**config.mk**
```make
export PLATFORM = sky130hd
export DESIGN_NAME = mem_to_uart
export DESIGN_NICKNAME = d
export VERILOG_FILES = /design/src/rtl/mem_to_uart.sv
export SDC_FILE = /design/constraint.sdc
export NUM_CORES = 1
export LEC_CHECK = 0
export CAP_MARGIN = 20
export CORE_MARGIN = 2
export CORE_UTILIZATION = 25
export CTS_CLUSTER_SIZE = 25
export DETAILED_ROUTE_END_ITERATION = 6
export PLACE_DENSITY_LB_ADDON = 0.2
export SYNTH_ARGS = -nofsm -noshare
export SYNTH_HDL_FRONTEND = slang
export SYNTH_SLANG_ARGS = --single-unit
```
**constraint.sdc**
```tcl
create_clock -name clk -period 3.25 [get_ports clk]
set_input_delay 0.8125 -clock clk [delete_from_list [all_inputs] [get_ports clk]]
set_output_delay 0.8125 -clock clk [all_outputs]
set_load 0.02 [all_outputs]
```
**src/rtl/mem_to_uart.sv**
```systemverilog
// Walks the result memory in row-major order and hands each byte to the UART transmitter.
// Define MEM_TO_UART_ASCII_HEX_EN to send each element as hex text with space/CRLF separators.
module mem_to_uart #(
  parameter int unsigned ROWS   = 2,
  parameter int unsigned COLS   = 2,
  parameter int unsigned ADDR_W = 8
) (
  input  logic              clk,
  input  logic              rst,
  input  logic              start,
  output logic              mem_rd_en,
  output logic [ADDR_W-1:0] mem_rd_addr,
  input  logic [7:0]        mem_rd_data,
  output logic              tx_valid,
  output logic [7:0]        tx_byte,
  input  logic              tx_busy,
  output logic              busy,
  output logic              done
);

  localparam int unsigned     NumElems = ROWS * COLS;
  localparam logic [ADDR_W:0] LastIdx  = (ADDR_W + 1)'(NumElems - 1);
  localparam logic [ADDR_W:0] IdxOne   = (ADDR_W + 1)'(1);

  typedef enum logic [2:0] {
    StIdle,
    StRead,
    StCapture,
    StOffer,
    StWaitBusyLow,
    StNext,
    StDone
  } state_e;

  state_e          state_q, state_d;
  logic [ADDR_W:0] elem_idx_q, elem_idx_d;
  logic [7:0]      data_q, data_d;
  logic [7:0]      cur_byte;

`ifdef MEM_TO_UART_ASCII_HEX_EN
  localparam logic [ADDR_W:0] LastCol = (ADDR_W + 1)'(COLS - 1);

  logic [ADDR_W:0] col_idx_q, col_idx_d;
  logic [1:0]      sub_q, sub_d;
  logic            row_end;
  logic            last_sub;

  function automatic logic [7:0] hex_char(input logic [3:0] nib);
    return (nib < 4'd10) ? (8'h30 + {4'h0, nib}) : (8'h37 + {4'h0, nib});
  endfunction

  assign row_end  = (col_idx_q == LastCol);
  // Row ends carry CR then LF, so they have one more sub-byte than other elements.
  assign last_sub = row_end ? (sub_q == 2'd3) : (sub_q == 2'd2);

  always_comb begin
    cur_byte = 8'h0A;
    case (sub_q)
      2'd0:    cur_byte = hex_char(data_q[7:4]);
      2'd1:    cur_byte = hex_char(data_q[3:0]);
      2'd2:    cur_byte = row_end ? 8'h0D : 8'h20;
      default: cur_byte = 8'h0A;
    endcase
  end
`else
  assign cur_byte = data_q;
`endif

  always_comb begin
    state_d    = state_q;
    elem_idx_d = elem_idx_q;
    data_d     = data_q;
`ifdef MEM_TO_UART_ASCII_HEX_EN
    col_idx_d  = col_idx_q;
    sub_d      = sub_q;
`endif
    mem_rd_en   = 1'b0;
    mem_rd_addr = '0;
    tx_valid    = 1'b0;
    tx_byte     = '0;
    busy        = 1'b1;
    done        = 1'b0;

    unique case (state_q)
      StIdle, StDone: begin
        busy = 1'b0;
        done = (state_q == StDone);
        if (start) begin
          state_d    = StRead;
          elem_idx_d = '0;
`ifdef MEM_TO_UART_ASCII_HEX_EN
          col_idx_d  = '0;
`endif
        end
      end
      // Reads wait for an idle transmitter, including one left busy at start.
      StRead: begin
        if (!tx_busy) begin
          mem_rd_en   = 1'b1;
          mem_rd_addr = elem_idx_q[ADDR_W-1:0];
          state_d     = StCapture;
        end
      end
      StCapture: begin
        data_d  = mem_rd_data;
        state_d = StOffer;
`ifdef MEM_TO_UART_ASCII_HEX_EN
        sub_d   = 2'd0;
`endif
      end
      StOffer: begin
        tx_valid = 1'b1;
        tx_byte  = cur_byte;
        if (tx_busy) begin
          state_d = StWaitBusyLow;
        end
      end
      StWaitBusyLow: begin
        if (!tx_busy) begin
`ifdef MEM_TO_UART_ASCII_HEX_EN
          if (last_sub) begin
            state_d = StNext;
          end else begin
            sub_d   = sub_q + 2'd1;
            state_d = StOffer;
          end
`else
          state_d = StNext;
`endif
        end
      end
      StNext: begin
        if (elem_idx_q == LastIdx) begin
          state_d = StDone;
        end else begin
          elem_idx_d = elem_idx_q + IdxOne;
`ifdef MEM_TO_UART_ASCII_HEX_EN
          col_idx_d  = row_end ? '0 : col_idx_q + IdxOne;
`endif
          state_d    = StRead;
        end
      end
      default: state_d = StIdle;
    endcase
  end

  always_ff @(posedge clk or posedge rst) begin
    if (rst) begin
      state_q    <= StIdle;
      elem_idx_q <= '0;
      data_q     <= '0;
`ifdef MEM_TO_UART_ASCII_HEX_EN
      col_idx_q  <= '0;
      sub_q      <= '0;
`endif
    end else begin
      state_q    <= state_d;
      elem_idx_q <= elem_idx_d;
      data_q     <= data_d;
`ifdef MEM_TO_UART_ASCII_HEX_EN
      col_idx_q  <= col_idx_d;
      sub_q      <= sub_d;
`endif
    end
  end

  rd_needs_idle_tx: assert property (@(posedge clk) disable iff (rst) mem_rd_en |-> !tx_busy);
  byte_stable_while_offered: assert property (@(posedge clk) disable iff (rst)
      (tx_valid && $past(tx_valid)) |-> (tx_byte == $past(tx_byte)));

endmodule

```
==> results by group <==
Setup path
  • Critical Path Most Common Cell: clkdlybuf4s50_1
  • Max stage delay on crit path: 670 ps
  • CP Capture Type: output pin
  • Crit path DAT: 2300 ps
  • CP Class: primary input to output pin
  • Worst path required time: 2440 ps
  • CP max stage cell: clkdlybuf4s50_1
  • Worst Path Max Fanout: 5
  • CP Buf/Inv Count: 3
  • CP startpoint kind: primary input
  • Crit path cell chain: clkdlybuf4s50_1 > buf_4 > nor4_1 > clkdlybuf4s50_1
  • Largest delay contributor family on the critical path: buffers and inverters

Drt
  • Detailed Route Iter0 Violations: 22
  • Vias: 1069
  • Routed len/inst: 12.9 microns
  • Final WL: 2960 microns
  • Top Layer Used: met4
  • TritonRoute pass-1 iters: 4
  • Residual DRC: 0
  • WL met2: 1350 microns
  • Post-Route M1 WL: 1410 microns
  • Met3 WL: 180 microns
  • Vias/cell: 4.67
  • Post-DRT Antenna Nets: 0

Logic synthesis
  • Share of the synthesized area in the top cell type: 0.395
  • Main synth FF type: dfrtp_1
  • Avg Cell Area, Syn: 9.90 sq um
  • Syn nets: 141
  • Post-synthesis async set-or-reset flop share: 1.00
  • Register area share after synthesis: 0.395
  • Mapped Area: 1270 sq um
  • Unique masters post-synth: 47
  • Number of synthesized flops with an enable pin: 0
  • Area contributors post-synth: dfrtp_1 39%, mux2_4 9.5%, and2_1 7.9%
  • Ys Warns: 0
  • Yosys reg bits: 20
  • Post-synth top area cell: dfrtp_1
  • Synth Instances: 128

Place
  • Area post-placement: 1660 sq um
  • GP Congestion: 0.838
  • IO Port Bufs: 31
  • DP Wirelength: 2220 microns

Finish
  • Share of cells above drive strength 1: 0.167
  • Final-stage net count: 176
  • Footprint of the multi-input gates: 711 sq um
  • Number of inserted diodes: 0
  • Commonest non-fill, non-tap cells in the layout: 31 x clkdlybuf4s50_1, 20 x dfrtp_1, 16 x and2_1
  • Fillcell total: 535
  • Most common library cell in the layout ignoring fill and taps: clkdlybuf4s50_1
  • Storage cell area: 500 sq um
  • Area Overhead vs Synth: 36.3%
  • Final instance area: 1730 sq um

Global route
  • Vias in the first global route: 1066
  • First-pass GRT wire length: 5090 microns
  • GRT Total Usage: 0.118
  • Initial antenna violation count: 0
  • Grt ovf: 0
  • Largest net degree at the start of global routing: 21

Die
  • Initial Utilization: 0.263
  • Die height: 75.2 microns
  • I/O Pins: 32
  • Die area: 5660 sq um
  • Row cnt: 25
  • Chip Width: 75.2 microns
  • Core area: 4820 sq um

CTS
  • Post-CTS Setup Inserts: 0
  • Cts repair resizes: 0
  • H-Tree Level Count: 1
  • Clk_lat worst skew: 260 ps
  • Clk slew on worst S/H paths: 70 ps
  • Clk buf depth: 2
  • Num CTS Buffers: 3
  • Root buffer cell: clkbuf_8
  • CTS tree: done
  • # hold bufs at CTS: 0
  • Clock Sinks: 20

STA
  • Final hold slack: 509 ps
  • Setup tns final: 0 ps
  • Minimum clock period: 3120 ps
  • Slew Viols, Final: 0
  • Worst slew pin tran: 786 ps
  • Fin. Hold Viols: 0
  • Final setup viols: 0
  • Final period util: 0.959
  • Relative slew slack: 0.476
  • Unrepaired setup endpoints after global routing: false
  • Max frequency: 321 MHz
  • Setup Skew: 6.64 ps

Power
  • Switching power: 0.548 mW
  • Combinational Power Share: 0.520
  • Internal power: 0.869 mW
  • Leak: 0.704 nW
  • Share of total power in sequential cells: 0.304
  • Sw Ratio: 0.387
  • Peak VDD IR: 443 uV
  • Clock Power Share: 0.176
  • Cell area power density: 820 nW/um^2

Status
  • Status: complete, no violations

Worst hold path
  • Hold crit path type: flip-flop to flip-flop

Job
  • Number of max-cap violations: 0
[cells in the mapped netlist (2+ instances only)]
master / instances
a21oi_1: 8
and2_1: 16
buf_4: 2
dfrtp_1: 20
inv_1: 2
inv_2: 2
mux2_4: 8
nand2_1: 11
nand2b_1: 3
nand3_1: 3
nand4_1: 3
nor2_1: 7
nor3_2: 2
nor4_1: 3
o21ai_0: 4
or3_1: 2
xor2_1: 2
[worst paths after layout]
path / to / startpoint / slack, ps / depth (start not counted)
min: cur_byte[5] / cur_byte[5] / 510 / 1
max in group asynchronous: elem_idx_q[6] / rst / 1760 / 2
max reg2reg: state_q[0] / elem_idx_q[0] / 1440 / 5
max: mem_rd_addr[0] / tx_busy / 130 / 4
min in group asynchronous: cur_byte[2] / rst / 990 / 2
min reg2reg: cur_byte[5] / cur_byte[5] / 510 / 1
[state kept, by name, indices dropped and copies added, names as in the netlist]
name / count
state_q: 3
elem_idx_q: 9
cur_byte: 8
[area by class of cell]
class	count	share of cell area
inverter	5	0.0123
clock inverter	1	0.0174
timing repair buffer	35	0.197
multi-input combinational	98	0.411
tap	67	0.0485
clock buffer	3	0.0239
sequential	20	0.290
[per-layer routing]
metal,up-vias,GRT usage
li1,524,-
met1,508,0.158
met2,33,0.188
met3,4,0.0348
met4,0,0.0292
met5,-,0
[kinds of logic after synthesis]
| group | after synthesis | share of synthesized area |
|---|---|---|
| simple gates | 60 | 0.283 |
| compound gates | 24 | 0.130 |
| flops | 20 | 0.395 |
| buf+inv | 10 | 0.0444 |
| mux | 9 | 0.103 |
| xor+xnor | 3 | 0.0267 |
| fa+ha+maj | 2 | 0.0178 |
[power groups by stage]
stage	clock [mW]	combinational, mW	sequential (mW)
after floorplan	0	0.564	0.382
after global placement	0	0.733	0.431
after detailed placement	0	0.741	0.431
after CTS	0.256	0.744	0.431
after global routing	0.267	0.798	0.448
final	0.250	0.737	0.430
[per-stage QoR]
stage	util	power, mW	setup slack (ps)	std cells
6_report	0.359	1.42	133	229
4_1_cts	0.359	1.43	114	229
2_1_floorplan	-	0.946	870	128
3_5_place_dp	0.344	1.17	114	225
3_3_place_gp	0.344	1.16	98.7	225
5_1_grt	0.359	1.51	8.82	229
Note: power is estimated with default switching activity, not from simulation.
==> variant: new RTL, config.mk and constraints unchanged <==
Take the reset off `data_q` and load it in a clocked block of its own.
--- a/src/rtl/mem_to_uart.sv
+++ b/src/rtl/mem_to_uart.sv
@@ -148,7 +148,6 @@
     if (rst) begin
       state_q    <= StIdle;
       elem_idx_q <= '0;
-      data_q     <= '0;
 `ifdef MEM_TO_UART_ASCII_HEX_EN
       col_idx_q  <= '0;
       sub_q      <= '0;
@@ -156,12 +155,15 @@
     end else begin
       state_q    <= state_d;
       elem_idx_q <= elem_idx_d;
-      data_q     <= data_d;
 `ifdef MEM_TO_UART_ASCII_HEX_EN
       col_idx_q  <= col_idx_d;
       sub_q      <= sub_d;
 `endif
     end
+  end
+
+  always_ff @(posedge clk) begin
+    data_q <= data_d;
   end
 
   rd_needs_idle_tx: assert property (@(posedge clk) disable iff (rst) mem_rd_en |-> !tx_busy);
Formal check against the unedited RTL: same outputs for any inputs over 10 cycles, from zero or initial values and one cycle with rst high; that may be too few to reach the edited logic, so the function may still have changed.
==> variant against the original RTL <==
- die area is 11% lower
- core utilization fell by 0.60 points
- largest cell class is now registers
- count of clock-buffer cells in the layout unchanged
- total power shrank 30%
- global-route usage down 1.4 points
- synthesized area is 12% lower
- synthesized cell count fell by 12%
- cell area fell by 12%
- sequential share of layout area up 6.5 points
- highest routed layer unchanged
- sequential cell count unchanged
- worst setup slack got worse by 0.0018 ns
- critical path depth did not move
- routed wire length fell by 17%
- critical path type unchanged
==> variant: results (changes against the original RTL) <==
- Commonest cells post-synth: and2_1 (15), nand2_1 (13), dfrtp_1 (12)
- First-pass GRT wire length: 4220 um (-17%)
- Leakage: 0.676 nW (-3.9%)
- Largest net degree at the start of global routing: 15 (-29%)
- Maximum VDD drop: 0.210 mV (-53%)
- Synth top area cells: dfrtp_1 (27%), edfxtp_1 (21%), and2_1 (8.4%)
- Worst-Margin Slew: 0.485 ns (-0.300 ns)
- Post-synthesis mux area share: 3.58% (-6.7 points)
- Internal power: 0.612 mW (-30%)
- Mapped Cells: 113 (-12%)
- Comb_multi_in: 83 (-15%)
- Via-to-Cell Ratio: 4.78 (+2.3%)
- DR iter-0 viols: 54 (+150%)
- Multi-input gate area: 533 um2 (-25%)
- Post-CTS resize count: 7 (+7)
- Net count, final: 159 (-9.7%)
- Post-Synth XOR/XNOR Area: 0.782% (-1.9 points)
- GR Util met3: 3.28% (-0.20 points)
- WL/cell: 12.5 um (-3.6%)
- Die area: 5030 um2 (-11%)
- Gpl congestion: 0.811 (-3.3%)
- Run status: finished, final reports clean
- Synth cell types: 36 (-23%)
- Reg area: 541 um2 (+8.0%)
- Ys async rst share: 60.0% (-40 points)
- Non-clk invs: 4 (-1)
- Grt met2 use: 16.3% (-2.5 points)
- WL met1: 1200 um (-14%)
-- variant: changes by cell type after synthesis, moves of 3 or more --
cell	change
clkbuf_1	+3
nor3_1	+3
edfxtp_1	+8
mux2i_1	+3
mux2_4	-8
dfrtp_1	-8
nor2_1	-4
-- variant: through the flow --
stage	setup slack [ns]	TNS, ns
after floorplan	0.449	0
after global placement	-0.0546	-0.345
after detailed placement	-0.0563	-0.297
after CTS	0.0657	0
after global routing	0.0721	0
final	0.132	0
-- variant: path summary, 6_finish.rpt --
path | slack, ns | startpoint | to | cells after the start
max reg2reg | 1.12 | elem_idx_q[0] | elem_idx_q[2] | 5
max | 0.13 | tx_busy | mem_rd_addr[6] | 4
max in group asynchronous | 2.05 | rst | state_q[2] | 2
min in group asynchronous | 0.87 | rst | elem_idx_q[8] | 2
min | 0.50 | elem_idx_q[8] | elem_idx_q[8] | 1
min reg2reg | 0.50 | elem_idx_q[8] | elem_idx_q[8] | 1
